`config.mk`:
```
export PLATFORM = sky130hd
export DESIGN_NAME = piso_sched
export DESIGN_NICKNAME = d
export VERILOG_FILES = /design/src/rtl/piso_sched.sv
export SDC_FILE = /design/constraint.sdc
export NUM_CORES = 1
export LEC_CHECK = 0
export ABC_AREA = 1
export CAP_MARGIN = 20
export CORE_UTILIZATION = 40
export DETAILED_ROUTE_END_ITERATION = 12
export GPL_ROUTABILITY_DRIVEN = 0
export MAX_ROUTING_LAYER = met4
export PLACE_DENSITY = 0.81
export SETUP_SLACK_MARGIN = 0.3
export SYNTH_ARGS = -nofsm -noshare
export SYNTH_HDL_FRONTEND = slang
export SYNTH_SLANG_ARGS = --single-unit
```
`constraint.sdc`:
```
create_clock -name clk -period 2.2 [get_ports clk]
set_input_delay 0.44 -clock clk [delete_from_list [all_inputs] [get_ports clk]]
set_output_delay 0.44 -clock clk [all_outputs]
set_load 0.05 [all_outputs]
```
`src/rtl/piso_sched.sv`:
```
// ============================================================================
// piso_sched : two-requester round-robin loader/framer for a shared PISO
// Revision   : 1.0
// ============================================================================
`timescale 1ns/1ps
`default_nettype none

module piso_sched #(
    parameter int WIDTH = 8,
    parameter int GAP   = 1
) (
    input  logic             clk,
    input  logic             rst,
    input  logic             req0_valid,
    input  logic             req1_valid,
    input  logic [WIDTH-1:0] req0_data,
    input  logic [WIDTH-1:0] req1_data,
    output logic             req0_ready,
    output logic             req1_ready,
    output logic             latch,
    output logic [WIDTH-1:0] pdata,
    output logic             frame,
    output logic             grant,
    output logic             done
);

    localparam int C_CLOG_W = $clog2(WIDTH);
    localparam int C_CNT_W  = (C_CLOG_W > 4) ? C_CLOG_W : 4;

    typedef enum logic [1:0] {
        ST_IDLE  = 2'd0,
        ST_LOAD  = 2'd1,
        ST_SHIFT = 2'd2,
        ST_GAP   = 2'd3
    } state_t;

    state_t             state_q, state_d;
    logic [C_CNT_W-1:0] cnt_q, cnt_d;
    logic               latch_q, latch_d;
    logic               frame_q, frame_d;
    logic               done_q, done_d;
    logic [WIDTH-1:0]   pdata_q, pdata_d;
    logic               grant_q, grant_d;
    logic               last_grant_q, last_grant_d;

    logic               w_winner;
    logic               w_accept;

    // Ready is gated by rst so nothing looks accepted while reset is held.
    always_comb begin
        w_winner   = (req0_valid & req1_valid) ? ~last_grant_q : req1_valid;
        req0_ready = rst & (state_q == ST_IDLE) & req0_valid & ~w_winner;
        req1_ready = rst & (state_q == ST_IDLE) & req1_valid &  w_winner;
        w_accept   = req0_ready | req1_ready;
    end

    always_comb begin
        state_d      = state_q;
        cnt_d        = cnt_q;
        latch_d      = 1'b0;
        frame_d      = 1'b0;
        done_d       = 1'b0;
        pdata_d      = pdata_q;
        grant_d      = grant_q;
        last_grant_d = last_grant_q;
        case (state_q)
            ST_IDLE: begin
                if (w_accept) begin
                    pdata_d      = w_winner ? req1_data : req0_data;
                    grant_d      = w_winner;
                    last_grant_d = w_winner;
                    latch_d      = 1'b1;
                    state_d      = ST_LOAD;
                end
            end
            ST_LOAD: begin
                frame_d = 1'b1;
                cnt_d   = C_CNT_W'(WIDTH - 1);
                state_d = ST_SHIFT;
            end
            ST_SHIFT: begin
                if (cnt_q == '0) begin
                    done_d = 1'b1;
                    if (GAP > 0) begin
                        cnt_d   = C_CNT_W'(GAP - 1);
                        state_d = ST_GAP;
                    end else begin
                        state_d = ST_IDLE;
                    end
                end else begin
                    frame_d = 1'b1;
                    cnt_d   = cnt_q - C_CNT_W'(1);
                end
            end
            ST_GAP: begin
                if (cnt_q == '0) begin
                    state_d = ST_IDLE;
                end else begin
                    cnt_d = cnt_q - C_CNT_W'(1);
                end
            end
            default: state_d = ST_IDLE;
        endcase
    end

    always_ff @(posedge clk or negedge rst) begin
        if (!rst) begin
            state_q      <= ST_IDLE;
            cnt_q        <= '0;
            latch_q      <= 1'b0;
            frame_q      <= 1'b0;
            done_q       <= 1'b0;
            pdata_q      <= '0;
            grant_q      <= 1'b0;
            last_grant_q <= 1'b1;
        end else begin
            state_q      <= state_d;
            cnt_q        <= cnt_d;
            latch_q      <= latch_d;
            frame_q      <= frame_d;
            done_q       <= done_d;
            pdata_q      <= pdata_d;
            grant_q      <= grant_d;
            last_grant_q <= last_grant_d;
        end
    end

    assign latch = latch_q;
    assign frame = frame_q;
    assign done  = done_q;
    assign pdata = pdata_q;
    assign grant = grant_q;

endmodule

`default_nettype wire

```
Word-level counts from Yosys, hierarchy flattened --
Cells that the tools add are included.
Word-level totals: register bits after elaboration 19, latch bits 0, RAM bits 0, memory bits (read-only) 0, output and inout bits 14, logic and storage cells 46, memories kept 0
Operators by class: $add $sub $neg 1, multiply operators 0, divide/modulo/power cells 0, order comparisons 0, eq/ne operators 7, shift-type cells 0, muxes and demuxes 15, bitwise operators 9, reduce and logical (&&, ||, !) cells 6
Operators by type and width (count):
- $pmux W4 S3 | 1
- $mux W4 | 2
- $mux W8 | 1
- $ne A2 B2 Y1 const B | 4
- $pmux W2 S4 | 1
- $and A1 B1 Y1 | 6
- $mux W1 | 6
- $mux W2 | 3
- $eq A2 B2 Y1 const B | 2
- $logic_not A4 Y1 | 1
- $reduce_and A2 Y1 | 2
- $sub A4 B1 Y4 const B | 1
- $reduce_and A3 Y1 | 1
- $reduce_bool A3 Y1 | 1
- $eq A2 B1 Y1 const B | 1
- $logic_not A2 Y1 | 1
- $not A1 Y1 | 2
- $pmux W1 S2 | 1
- $or A1 B1 Y1 | 1

Logic depth before layout (Yosys ltp) --
Gate-level depths: netlist (run 1).
depth in word-level cells 7, gate-level depth with buffers 9, depth with buffers taken out 9

Worst setup path after synthesis (run 1) --
OpenSTA, ideal clock, no wires.
path type flip-flop to output port, from register state_q[0], to output port req0_ready, arrival 1.633 ns, required time 1.760 ns, slack 0.127 ns, cell stages (with the launch flop) 7, cell sequence dfrtp_1 -> inv_1 -> ha_1 -> nand2_1 -> clkinv_2 -> nand2_2 -> a21oi_1
On the way: word-level cells in the longest chain between the ends 4
Ends and longest elaborated chain:
- start, declared | line 37 | state_t state_q, state_d;
- start signal, assigned | line 117 | state_q <= state_d;
- $logic_not A2 Y1 | line 52 | req0_ready = rst & (state_q == ST_IDLE) & req0_valid & ~w_winner;
- $and A1 B1 Y1 (3 in a row) | line 52
- end, declared | line 18 | output logic req0_ready,
No other way between the ends.

Worst setup path after layout (run 1) --
Same ends and word-level chain as after synthesis.

==> summary.txt, run 1 <==
CP max-delay cell - dfrtp_1
Hold WS - 0.217 ns
clock root buffer - clkbuf_4
Non-Filler Instances - 203
area of the core - 2520 um^2
post-place setup slack - 0.250 ns
clk buf depth - 2
Slew Viols, Final - 0
CP Cell Sequence - inv_2, ha_4, nand2_4, inv_6, nand2_8, a21oi_4, buf_12
antenna cells - 0
Post-DP Area - 1460 um^2
Final Power - 2.10 mW
clock group share of total power - 8.4%
total track usage - 18.3%
Routed Antenna Nets - 0
sequential share of power - 28.0%
R2R Path End - state_q[0]$_DFFE_PN0P_
post-synthesis sequential area ratio - 43.7%
io pins - 34
DRC Markers - 0
wire per inst - 11.2 um
first-pass GRT wire length - 3720 um
final worst-path setup slack - 0.310 ns
max frequency - 0.529 GHz
period utilization - 85.9%
share of cells above drive strength 1 - 19.7%
die width - 54.2 um
Yosys reg bits - 19
Worst R2R Start - state_q[0]$_DFFE_PN0P_
R2R Setup Slk - 0.67 ns
clk slew on worst S/H paths - 0.11 ns
Crit Path Class - reg2out
RSZ-0062 raised after global routing - yes
CTS Hold Buffers Added - 0
Crit path required time - 1.76 ns
vias in the first global route - 918
Max stage delay on crit path - 0.42 ns
status - completed
worst-path fanout max - 4
Worst Tran Pin Value - 0.499 ns
vias per cell - 4.73
Worst slew margin - 66.7%
# port buffers - 33
final instance area - 1570 um^2
switching part of the total - 50.2%
Cell variety after synth - 21
initial antenna violation count - 0
Max-cap violations - 0
post-synth top area share - 41.3%
TritonCTS Buffers - 3
Worst Path Buf+Inv - 3
Crit. End Element - output port
leakage - 0.815 nW
Core Util, Final - 62.3%
worst hold path class - in2async
Final Hold Viols - 0
Yosys top cell by area - dfrtp_1
row cnt - 18
crit path DAT - 1.45 ns
EDFF count, synth - 0
Starting Density - 43.2%
P_sw - 1.05 mW
Final TNS setup - 0 ns
Post-Place Cells - 193
largest cells by area after synthesis - dfrtp_1, nand2_1, ha_1
synthesized area - 1090 um^2
H-tree depth - 1
drt initial violations - 5
setup skew after layout - 0.00397 ns
Comb pwr share - 63.6%
PwrDens - 1330 nW/um^2
TritonCTS clock tree - done
crit path launch - state_q[0]$_DFFE_PN0P_
clock latency on the worst-skew pair - 0.29 ns
Reg2Reg Depth - 7
Worst setup SP type - flop
nets@finish - 201
Pre-antenna DRT Iters - 4
ys flop type - dfrtp_1
via count - 961
net count after synthesis - 158
critical path's top delay family - flip-flops
endpoints failing setup - 0
Internal - 1.04 mW
detailed placer's ending HPWL - 1710 um
die area - 2940 um^2
die height - 54.2 um
Overflow after GRT - 0
number of synthesis warnings - 0
final wirelength - 2280 um
Cells after Synth - 131
crit path time final - 1.89 ns
pin count of the biggest net entering global routing - 20
Mapped Avg Cell Area - 8.32 um^2
Num Clock Sinks - 19
Area Overhead vs Synth - 44.2%
Max IR drop VDD - 891 uV
async set-reset flop share out of synthesis - 100%
[sequential cells by signal, indices dropped and copies added, names as in the netlist]
signal	cells
grant	1
cnt_q	4
last_grant_q	1
frame	1
state_q	2
latch	1
done	1
pdata	8
[area by class of cell]
| cell class | instances | area [um^2] |
|---|---|---|
| fill | 243 | 951 |
| sequential | 19 | 477 |
| timing repair buffer | 40 | 400 |
| multi-input combinational | 88 | 543 |
| clock buffer | 4 | 26.3 |
| tap | 30 | 37.5 |
| inverter | 22 | 87.6 |
[Yosys cell counts (3+ instances only)]
library cell / instances
a21oi_1: 4
a21oi_2: 8
dfrtp_1: 18
ha_1: 7
inv_1: 21
nand2_1: 29
nand2_2: 3
nand3_1: 6
nor2_1: 16
o21ai_1: 8
[placed cells by master (no fill, tap or decap), drive strengths merged]
master / netlist / layout
dfstp: 1 / 1
a21oi: 12 / 12
nand3: 7 / 7
ha: 7 / 7
nand4: 1 / 1
a21boi: 1 / 1
inv: 21 / 22
buf: 2 / 9
nand2: 33 / 33
dlygate4sd2: 0 / 10
o21ai: 9 / 9
xor2: 1 / 1
clkdlybuf4s50: 0 / 17
nor2: 17 / 17
dlymetal6s2s: 0 / 4
dfrtp: 18 / 18
clkbuf: 0 / 4
[power groups by stage]
| stage | Sequential, mW | Combinational, mW | Clock (mW) |
|---|---|---|---|
| 6_report | 0.587 | 1.33 | 0.175 |
| 5_1_grt | 0.606 | 1.46 | 0.196 |
| 4_1_cts | 0.587 | 1.23 | 0.179 |
| 3_5_place_dp | 0.604 | 1.23 | 0 |
| 3_3_place_gp | 0.598 | 1.19 | 0 |
| 2_1_floorplan | 0.908 | 0.582 | 0 |
[repair_timing]
action / in CTS / in global routing
pin swaps: 1 / 2
gates resized for setup: 16 / 10
setup buffers: 2 / 4
setup endpoints to repair: 11 / 5
[how the worst max path moves through the flow]
stage | endpoint | cells after the start
global placement | req0_ready | 6
global route | req0_ready | 7
floorplan | req0_ready | 6
CTS | req0_ready | 7
finish | req0_ready | 7
detailed placement | req0_ready | 6
[per-layer routing]
metal / GRT usage [%] / wire length (um) / vias up
met3: 2.54 / 99 / 2
met5: - / 0 / -
met2: 34.1 / 1190 / 26
met1: 19.4 / 968 / 441
met4: 6.41 / 23 / 0
li1: - / - / 492
[cell families after synthesis]
family	synth area share [%]
simple gates	23.8
buf+inv	10.6
compound gates	13.1
flops	43.7
fa+ha+maj	8.04
xor+xnor	0.804
Note: power is estimated with default switching activity, not from simulation.
==> inputs of run 2 (changes only) <==
- SLEW_MARGIN: unset -> 25
==> results of run 2 <==
The final DEF is identical to that of run 1; final timing and power are the same.
==> inputs of run 3 (changes only) <==
- CELL_PAD_IN_SITES_DETAIL_PLACEMENT: unset -> 1
- CELL_PAD_IN_SITES_GLOBAL_PLACEMENT: unset -> 2
- CORE_UTILIZATION: 40 -> 28
- HOLD_SLACK_MARGIN: unset -> 0.1
- PLACE_DENSITY: 0.81 -> 0.95
==> run 3 against run 2 <==
  * Largest cell class unchanged
  * Hold slack better by 0.12 ns
  * Critical path type unchanged
  * Final area up 2.2%
  * Global-route usage down 4.2 points
  * Critical endpoint unchanged
==> summary.txt, run 3 (synthesized netlist as in run 1, its figures left out) <==
via count - 977 (+1.7%)
antenna cells - 0 (unchanged)
Pre-antenna DRT Iters - 3 (-1)
most frequent cells in the layout - nand2_1, clkdlybuf4s50_1, inv_1, dfrtp_1, nor2_1
detailed placer's ending HPWL - 2010 um (+18%)
worst-path fanout max - 5 (+1)
CP max-delay cell - dfrtp_1
Overflow after GRT - 0 (unchanged)
Post-DP Area - 1480 um^2 (+1.5%)
leakage - 0.817 nW (+0.24%)
Worst slew margin - 61.8% (-4.9 points)
area of the core - 3690 um^2 (+46%)
Worst setup SP type - flop
met2 Use GR - 24.6% (-9.5 points)
met3 Usage GRT - 4.46% (+1.9 points)
Final Hold Viols - 0 (unchanged)
status - completed
Post-Place Cells - 211 (+9.3%)
TritonCTS Buffers - 3 (unchanged)
clk slew on worst S/H paths - 0.07 ns (-0.04 ns)
M1 GR Usage - 14.2% (-5.2 points)
global route hottest layer - met2
worst hold path class - in2async
Non-Filler Instances - 222 (+9.4%)
drt initial violations - 43 (+38)
row cnt - 22 (+4)
io pins - 34 (unchanged)
crit path DAT - 1.44 ns (about the same)
die area - 4150 um^2 (+41%)
Routed Antenna Nets - 0 (unchanged)
initial antenna violation count - 0 (unchanged)
Crit. End Element - output port
die height - 64.4 um (+19%)
Final Power - 2.18 mW (+3.9%)
H-tree depth - 1 (unchanged)
vias per cell - 4.40 (-7.0%)
fillers - 472 (+94%)
PwrDens - 1360 nW/um^2 (+1.6%)
Max IR drop VDD - 636 uV (-29%)
wire per inst - 11.7 um (+3.7%)
commonest non-fill, non-tap cell in the layout - nand2_1
total track usage - 14.1% (-4.2 points)
CP Cell Sequence - inv_2, ha_2, nand2_1, clkinv_2, nand2_4, a21oi_4, buf_12
Crit path required time - 1.76 ns (about the same)
DRC Markers - 0 (unchanged)
endpoints failing setup - 0 (unchanged)
max reg flops - 8 (unchanged)
Starting Density - 29.5% (-14 points)
Max-cap violations - 0 (unchanged)
Num Clock Sinks - 19 (unchanged)
clock root buffer - clkbuf_8
Register Area - 477 um^2 (unchanged)
first-pass GRT wire length - 4240 um (+14%)
Area Overhead vs Synth - 47.4%
crit path time final - 1.88 ns (-0.00784 ns)
vias in the first global route - 1,002 (+9.2%)
final instance area - 1610 um^2 (+2.2%)
die width - 64.4 um (+19%)
max frequency - 0.531 GHz (+0.42%)
share of cells above drive strength 1 - 20.1% (+0.46 points)
# port buffers - 33 (unchanged)
TritonCTS clock tree - done
Final TNS setup - 0 ns (unchanged)
clock latency on the worst-skew pair - 0.25 ns (-0.04 ns)
nets@finish - 202 (+0.50%)
post-place setup slack - 0.190 ns (-0.0605 ns)
period utilization - 85.6% (-0.36 points)
multi-input logic area - 517 um^2 (-4.8%)
Slew Viols, Final - 0 (unchanged)
setup skew after layout - 0.00327 ns (-0.000697 ns)
RSZ-0062 raised after global routing - yes
Crit Path Class - reg2out
final wirelength - 2590 um (+13%)
clk buf depth - 2 (unchanged)
pin count of the biggest net entering global routing - 20 (unchanged)
final worst-path setup slack - 0.317 ns (+0.00784 ns)
Worst Tran Pin Value - 0.572 ns (+0.0727 ns)
Max stage delay on crit path - 0.41 ns (about the same)
==> run 3: changes by cell type in the layout (fill, tap and decap cells not counted), sizes merged <==
cell and change:
dlygate4sd2 -6, clkdlybuf4s50 +3, dlymetal6s2s +3, clkinv +2, buf +1, clkbuf -1
inv -1
==> run 3: final timing paths <==
check	start	to	slack (ns)	cells past startpoint
worst max-delay path	state_q[0]$_DFFE_PN0P_	req0_ready	0.32	7
worst min register to register	last_grant_q$_DFFE_PN1P_	last_grant_q$_DFFE_PN1P_	0.50	2
min in group clk	last_grant_q$_DFFE_PN1P_	last_grant_q$_DFFE_PN1P_	0.50	2
worst min-delay path	rst	done$_DFF_PN0_	0.33	2
worst max register to register	state_q[0]$_DFFE_PN0P_	state_q[1]$_DFFE_PN0P_	0.61	7
max in group asynchronous	rst	last_grant_q$_DFFE_PN1P_	1.60	2
==> run 3: report_power, final <==
group,internal (mW),switching (mW)
Clock,0.126,0.115
Sequential,0.505,0.0889
Combinational,0.491,0.853
Total,1.12,1.06
==> run 3: through the flow <==
stage	hold slack (ns)	utilization (%)
after global placement	0.465	40.1
after detailed placement	0.491	40.1
after global routing	0.357	43.6
after CTS	0.356	42.2
after floorplan	0.144	-
final	0.333	43.6
==> run 3: worst max-delay path, delay by kind of cell (launching register included) <==
family	cells	cell delay [ns]
flip-flops	1	0.41
buffers and inverters	3	0.30
adder cells (fa/ha/maj)	1	0.18
AND/OR/NAND/NOR	2	0.15
AO/OA/AOI/OAI	1	0.14
==> run 3: final cells by class <==
cell class | count | share of cell area (%)
clock buffer | 3 | 2.57
clock inverter | 1 | 0.312
inverter | 22 | 5.22
multi-input combinational | 88 | 32.2
sequential | 19 | 29.7
tap | 48 | 3.74
timing repair buffer | 41 | 26.3
==> run 3: metal layers <==
layer  routed length [um]  up-vias
met4                   51        0
met1                 1030      455
met5                    0        -
met2                 1370       29
li1                     -      489
met3                  135        4
==> run 3: what timing repair did <==
item,in CTS,in global routing
setup buffers,3,4
gates resized for setup,8,9
hold buffers,0,0
setup endpoints to repair,3,9
cloned,0,0
pin swaps,1,0
